===== config.mk =====
export PLATFORM = sky130hd
export DESIGN_NAME = ch1_sweep_ctrl
export DESIGN_NICKNAME = d
export VERILOG_FILES = /design/src/rtl/apu_pkg.sv /design/src/rtl/ch1_sweep_timer.sv /design/src/rtl/ch1_sweep_ctrl.sv
export SDC_FILE = /design/constraint.sdc
export NUM_CORES = 1
export LEC_CHECK = 0
export CORE_UTILIZATION = 54
export DETAILED_ROUTE_END_ITERATION = 8
export DONT_BUFFER_PORTS = 1
export PLACE_DENSITY = 0.82
export SYNTH_ARGS = -nofsm -noshare
export SYNTH_HDL_FRONTEND = slang
export SYNTH_SLANG_ARGS = --single-unit

===== constraint.sdc =====
create_clock -name clk -period 1.6 [get_ports clk]
set_input_delay 0.32 -clock clk [delete_from_list [all_inputs] [get_ports clk]]
set_output_delay 0.32 -clock clk [all_outputs]
set_load 0.02 [all_outputs]

===== src/rtl/apu_pkg.sv =====
// Shared APU types and width constants for the channel-1 sweep sequencer.
package apu_pkg;

    localparam int SWEEP_PERIOD_W = 3;
    localparam int SWEEP_SHIFT_W  = 3;

    typedef enum logic [2:0] {
        IDLE,
        LOAD,
        SHIFT,
        CHECK,
        WRITE,
        RECHECK
    } sweep_state_t;

endpackage


===== src/rtl/ch1_sweep_timer.sv =====
// Channel-1 sweep period down-counter clocked by the 128 Hz frame tick.
// A load value of 0 counts 8 ticks; a restart pre-empts a coincident tick.
module ch1_sweep_timer
    import apu_pkg::*;
(
    input  logic                      clk,
    input  logic                      apu_reset,
    input  logic                      tick_128hz,
    input  logic                      ch1_restart,
    input  logic [SWEEP_PERIOD_W-1:0] sweep_period,
    output logic                      expire
);

    localparam logic [SWEEP_PERIOD_W-1:0] CNT_ONE = SWEEP_PERIOD_W'(1);

    logic [SWEEP_PERIOD_W-1:0] cnt;

    assign expire = tick_128hz && !ch1_restart && !apu_reset &&
                    ((cnt == CNT_ONE) || ((cnt == '0) && (sweep_period == '0)));

    always_ff @(posedge clk) begin
        if (apu_reset) begin
            cnt <= '0;
        end else if (ch1_restart || expire) begin
            cnt <= sweep_period;
        end else if (tick_128hz) begin
            cnt <= cnt - CNT_ONE;
        end
    end

endmodule


===== src/rtl/ch1_sweep_ctrl.sv =====
// Channel-1 frequency sweep sequencer: issues load/shift/update strobes to the
// sweep datapath and requests a channel stop on overflow. Optional macro
// CH1_SWEEP_NEG_LOCK_EN adds the negate-mode lockout stop.
//
// state   | meaning
// IDLE    | waiting for a period expiry or restart
// LOAD    | copy shadow frequency into the shift register
// SHIFT   | emit sweep_shift shift pulses, each followed by SHIFT_GAP idle cycles
// CHECK   | sample datapath overflow
// WRITE   | commit the new frequency to shadow and NR13/NR14
// RECHECK | reload for the follow-up overflow check (no write afterwards)
module ch1_sweep_ctrl
    import apu_pkg::*;
#(
    parameter int SHIFT_GAP = 1
) (
    input  logic                     clk,
    input  logic                     apu_reset,
    input  logic                     tick_128hz,
    input  logic                     ch1_restart,
    input  logic [SWEEP_PERIOD_W-1:0] sweep_period,
    input  logic [SWEEP_SHIFT_W-1:0] sweep_shift,
    input  logic                     sweep_negate,
    input  logic                     dp_ovf,
    output logic                     ch1_ld_shift,
    output logic                     ch1_shift_clk,
    output logic                     ch1_freq_upd1,
    output logic                     ch1_freq_upd2,
    output logic                     ch1_sweep_stop,
    output logic                     sweep_busy
);

    localparam logic [1:0]               GAP       = SHIFT_GAP[1:0];
    localparam logic [SWEEP_SHIFT_W-1:0] SHIFT_ONE = SWEEP_SHIFT_W'(1);

    sweep_state_t             state, state_nxt;
    logic                     expire, start;
    logic                     en, no_write;
    logic [SWEEP_SHIFT_W-1:0] shift_cnt;
    logic [1:0]               gap_cnt;
    logic                     shift_done, ovf_stop, neg_stop;
    logic                     ld, sh, upd, busy;

    ch1_sweep_timer u_timer (
        .clk          (clk),
        .apu_reset    (apu_reset),
        .tick_128hz   (tick_128hz),
        .ch1_restart  (ch1_restart),
        .sweep_period (sweep_period),
        .expire       (expire)
    );

    assign start = expire && en && (sweep_period != '0) && (state == IDLE);

    always_ff @(posedge clk) begin
        if (apu_reset) begin
            state <= IDLE;
        end else begin
            state <= state_nxt;
        end
    end

    always_comb begin
        state_nxt  = state;
        ld         = 1'b0;
        sh         = 1'b0;
        upd        = 1'b0;
        ovf_stop   = 1'b0;
        shift_done = 1'b0;
        busy       = (state != IDLE);
        case (state)
            IDLE: begin
                if (start) state_nxt = LOAD;
            end
            LOAD, RECHECK: begin
                ld        = 1'b1;
                state_nxt = (sweep_shift != '0) ? SHIFT : CHECK;
            end
            SHIFT: begin
                if (gap_cnt == '0) begin
                    sh         = 1'b1;
                    shift_done = (shift_cnt == SHIFT_ONE) && (GAP == 2'd0);
                end else begin
                    shift_done = (gap_cnt == 2'd1) && (shift_cnt == '0);
                end
                if (shift_done) state_nxt = CHECK;
            end
            CHECK: begin
                if (dp_ovf) begin
                    ovf_stop  = 1'b1;
                    state_nxt = IDLE;
                end else begin
                    state_nxt = no_write ? IDLE : WRITE;
                end
            end
            WRITE: begin
                upd       = 1'b1;
                state_nxt = RECHECK;
            end
            default: state_nxt = IDLE;
        endcase
        // A restart aborts whatever is running and silences every strobe this cycle.
        if (ch1_restart) begin
            state_nxt = (sweep_shift != '0) ? LOAD : IDLE;
        end
        if (ch1_restart || apu_reset) begin
            ld       = 1'b0;
            sh       = 1'b0;
            upd      = 1'b0;
            ovf_stop = 1'b0;
            busy     = 1'b0;
        end
    end

    always_ff @(posedge clk) begin
        if (apu_reset) begin
            shift_cnt <= '0;
            gap_cnt   <= '0;
        end else if ((state == LOAD) || (state == RECHECK)) begin
            shift_cnt <= sweep_shift;
            gap_cnt   <= '0;
        end else if (state == SHIFT) begin
            if (gap_cnt == '0) begin
                shift_cnt <= shift_cnt - SHIFT_ONE;
                gap_cnt   <= GAP;
            end else begin
                gap_cnt <= gap_cnt - 2'd1;
            end
        end
    end

    always_ff @(posedge clk) begin
        if (apu_reset) begin
            en       <= 1'b0;
            no_write <= 1'b0;
        end else begin
            if (ch1_restart) begin
                en <= (sweep_period != '0) || (sweep_shift != '0);
            end else if (ovf_stop || neg_stop) begin
                en <= 1'b0;
            end
            // Restart and recheck passes only look for overflow, never commit.
            if (ch1_restart) begin
                no_write <= 1'b1;
            end else if (start) begin
                no_write <= 1'b0;
            end else if (state == WRITE) begin
                no_write <= 1'b1;
            end
        end
    end

`ifdef CH1_SWEEP_NEG_LOCK_EN
    logic neg_used, negate_q;

    always_ff @(posedge clk) begin
        if (apu_reset) begin
            neg_used <= 1'b0;
            negate_q <= 1'b0;
        end else begin
            negate_q <= sweep_negate;
            if (ch1_restart) begin
                neg_used <= 1'b0;
            end else if ((state == CHECK) && sweep_negate) begin
                neg_used <= 1'b1;
            end
        end
    end

    assign neg_stop = neg_used && negate_q && !sweep_negate && !ch1_restart && !apu_reset;
`else
    logic unused_negate;
    assign unused_negate = sweep_negate;
    assign neg_stop      = 1'b0;
`endif

    assign ch1_ld_shift   = ld;
    assign ch1_shift_clk  = sh;
    assign ch1_freq_upd1  = upd;
    assign ch1_freq_upd2  = upd;
    assign ch1_sweep_stop = ovf_stop | neg_stop;
    assign sweep_busy     = busy;

endmodule


==> results.py <==
metrics = {
    "timing": {
        "tightest_slew_ps": 386,
        "fmax_mhz": 568,
        "fin_ws_ps": -161,
        "setup-violations-final": 1,
        "rsz0062_at_grt": "yes",
        "hold_viol": 0,
        "tns_ps": -161,
        "period_share_pct": 110,
        "slew_violations": 0,
        "relSlewSlack_pct": 73.9,
        "period_minus_slack_ps": 1760,
        "finalClockSkew_ps": 1.40,
    },
    "detailed_routing": {
        "drtIter0Drc": 38,
        "drtAntennaViolNets": 0,
        "drt_first_pass_iters": 4,
        "vias": 901,
        "drt_wl_total_um": 2370,
        "vias_per_cell": 6.67,
        "drc_errors": 0,
        "wl_per_cell_um": 17.5,
    },
    "placed_design": {
        "placed_cell_area_um2": 962,
        "place_hpwl_um": 1550,
        "globalplace.congestion": 0.969,
        "portBuffers": 0,
        "place_ws_ps": 15.8,
    },
    "power_and_ir_drop": {
        "finalPower_uw": 777,
        "leakage_nw": 0.396,
        "power_density_nw_per_um2": 722,
        "max-vdd-ir-drop_mv": 0.516,
    },
    "finish": {
        "drive_gt1_share_pct": 29.4,
        "area_growth_pct": 21.5,
        "finish.utilization_pct": 70.6,
        "layout.nets": 137,
        "final.fill_count": 126,
        "fin_area_um2": 1080,
        "diodes": 0,
    },
    "synth": {
        "synth_area_um2": 886,
        "ys_warn_count": 0,
        "synth_top_area_share_pct": 29.4,
        "ys_types": 39,
        "yosysTopAreaCell": "dfxtp_1",
        "syn_inst": 106,
        "synth_common_cells": "dfxtp_1 (13), nor2_1 (11), inv_1 (10)",
        "ys_seq_area_share_pct": 29.4,
        "async_flop_share_pct": 0,
        "ys.flop_type": "dfxtp_1",
        "synth_nets": 123,
        "ys_ff_latch": 13,
        "synth_area_leaders": "dfxtp_1 (29%), ha_1 (7.1%), nor2_1 (4.7%)",
        "synth_edf_count": 0,
        "synth_most_common_cell": "dfxtp_1",
        "avgSynthCellArea_um2": 8.36,
    },
    "global_routing": {
        "antenna_found_initial": 0,
        "grt_max_degree": 15,
        "grt_overflow_total": 0,
        "grt_pass1_wl_um": 3620,
        "grt_pass1_vias": 833,
        "grtUsageTotal_pct": 26.3,
    },
    "clocking": {
        "ctsHtreeMaxLevel": 1,
        "cts_tree": "yes",
        "cts_buffers": 3,
        "cts_buffer_depth": 2,
        "clock_latency_ps": 280,
        "root_buffer": "clkbuf_4",
        "postCtsHoldBufs": 0,
        "clkTransAtPathRegs_ps": 80,
        "cts.sinks": 13,
    },
    "outcome": {
        "violations": "setup timing",
        "status": "complete, but fails checks",
    },
    "floorplan": {
        "die_y_um": 42.5,
        "die_w_um": 42.5,
        "io_pins": 18,
        "coreArea_um2": 1520,
        "die_area_um2": 1810,
        "initial_utilization_pct": 58.1,
        "num_rows": 14,
    },
    "critical_path": {
        "cpMaxStageDelayCell": "or4b_4",
        "ff2ff_setup_slack_ps": 50,
        "worstPathCellList": "or4b_4 > nor3_4 > buf_6",
        "worstSetupEndpointType": "output port",
        "critPathRequiredTime_ps": 1280,
        "cp_max_fo": 2,
        "critPathKind": "flop to output port",
        "start_kind": "flop",
        "critPathMaxStageDelay_ps": 570,
        "critPathArrivalTime_ps": 1440,
    },
    "job": {
        "cap_violations": 0,
    },
    "worst_hold_path": {
        "hold_class": "input port to flop",
    },
}
flip-flops by register name, summed over array words and instances (netlist names):
register and count:
u_timer.cnt 3, state 3, no_write 1, gap_cnt 2, en 1, shift_cnt 3
metal layers:
layer  GRT usage (%)  part of all wire, %
met1            31.9                   43
met2            41.8                   46
met3            7.33                  6.8
met4            13.8                  4.6
met5               0                    0
where the power goes:
part / switching, mW / internal [mW]
sequential: 0.0138 / 0.348
clock: 0.114 / 0.0969
combinational: 0.106 / 0.0986
total: 0.233 / 0.543
path summary, 6_finish.rpt:
check,from,end,cells past startpoint
max,gap_cnt[0],ch1_shift_clk,3
max reg2reg,u_timer.cnt[1],u_timer.cnt[0],6
min reg2reg,no_write,no_write,2
min,apu_reset,gap_cnt[0],1
critical path, delay by kind of cell, from the launching register on:
family                 cells  cell delay, ps
buffers and inverters      1             140
DFF                        1             310
and+or+nand+nor            2             710
metrics by stage:
step	hold slack, ps	instances
final	94.4	135
after global routing	78.1	135
after CTS	81.9	133
after detailed placement	392	128
after global placement	394	128
after floorplan	426	106
final cells by class:
cell class	instances	area [um2]	area share, %
Multi-Input combinational cell	78	616	57.2
Sequential cell	13	264	24.5
Timing Repair Buffer	14	113	10.5
Inverter	10	37.5	3.49
Clock buffer	4	26.3	2.44
Tap cell	16	20.0	1.86
kinds of logic (layout without fill, tap and decap cells):
kind of cell,Yosys count,after routing,share of synthesized area [%]
AO/OA/AOI/OAI,26,26,21.9
flip-flops,13,13,29.4
buffers and inverters,15,28,7.77
AND/OR/NAND/NOR,47,47,33.9
adder cells (fa/ha/maj),5,5,7.06
what timing repair did:
action	in CTS	in global routing
endpoints found under the setup margin	2	7
resized for setup	2	17
buffers inserted	1	2
pin swaps	1	4
cells in the final DEF (no fill, tap or decap), types with 3 or more instances in the layout:
cell type	count
o21ai_0	5
nand2_1	3
nor3_1	4
nand3_1	5
nand2b_1	3
nor2_1	11
a21oi_1	4
clkbuf_4	3
dfxtp_1	10
nor3b_1	3
dfxtp_2	3
buf_4	12
inv_1	8
a31oi_1	3
No activity file was read; power rests on OpenSTA's default activity.
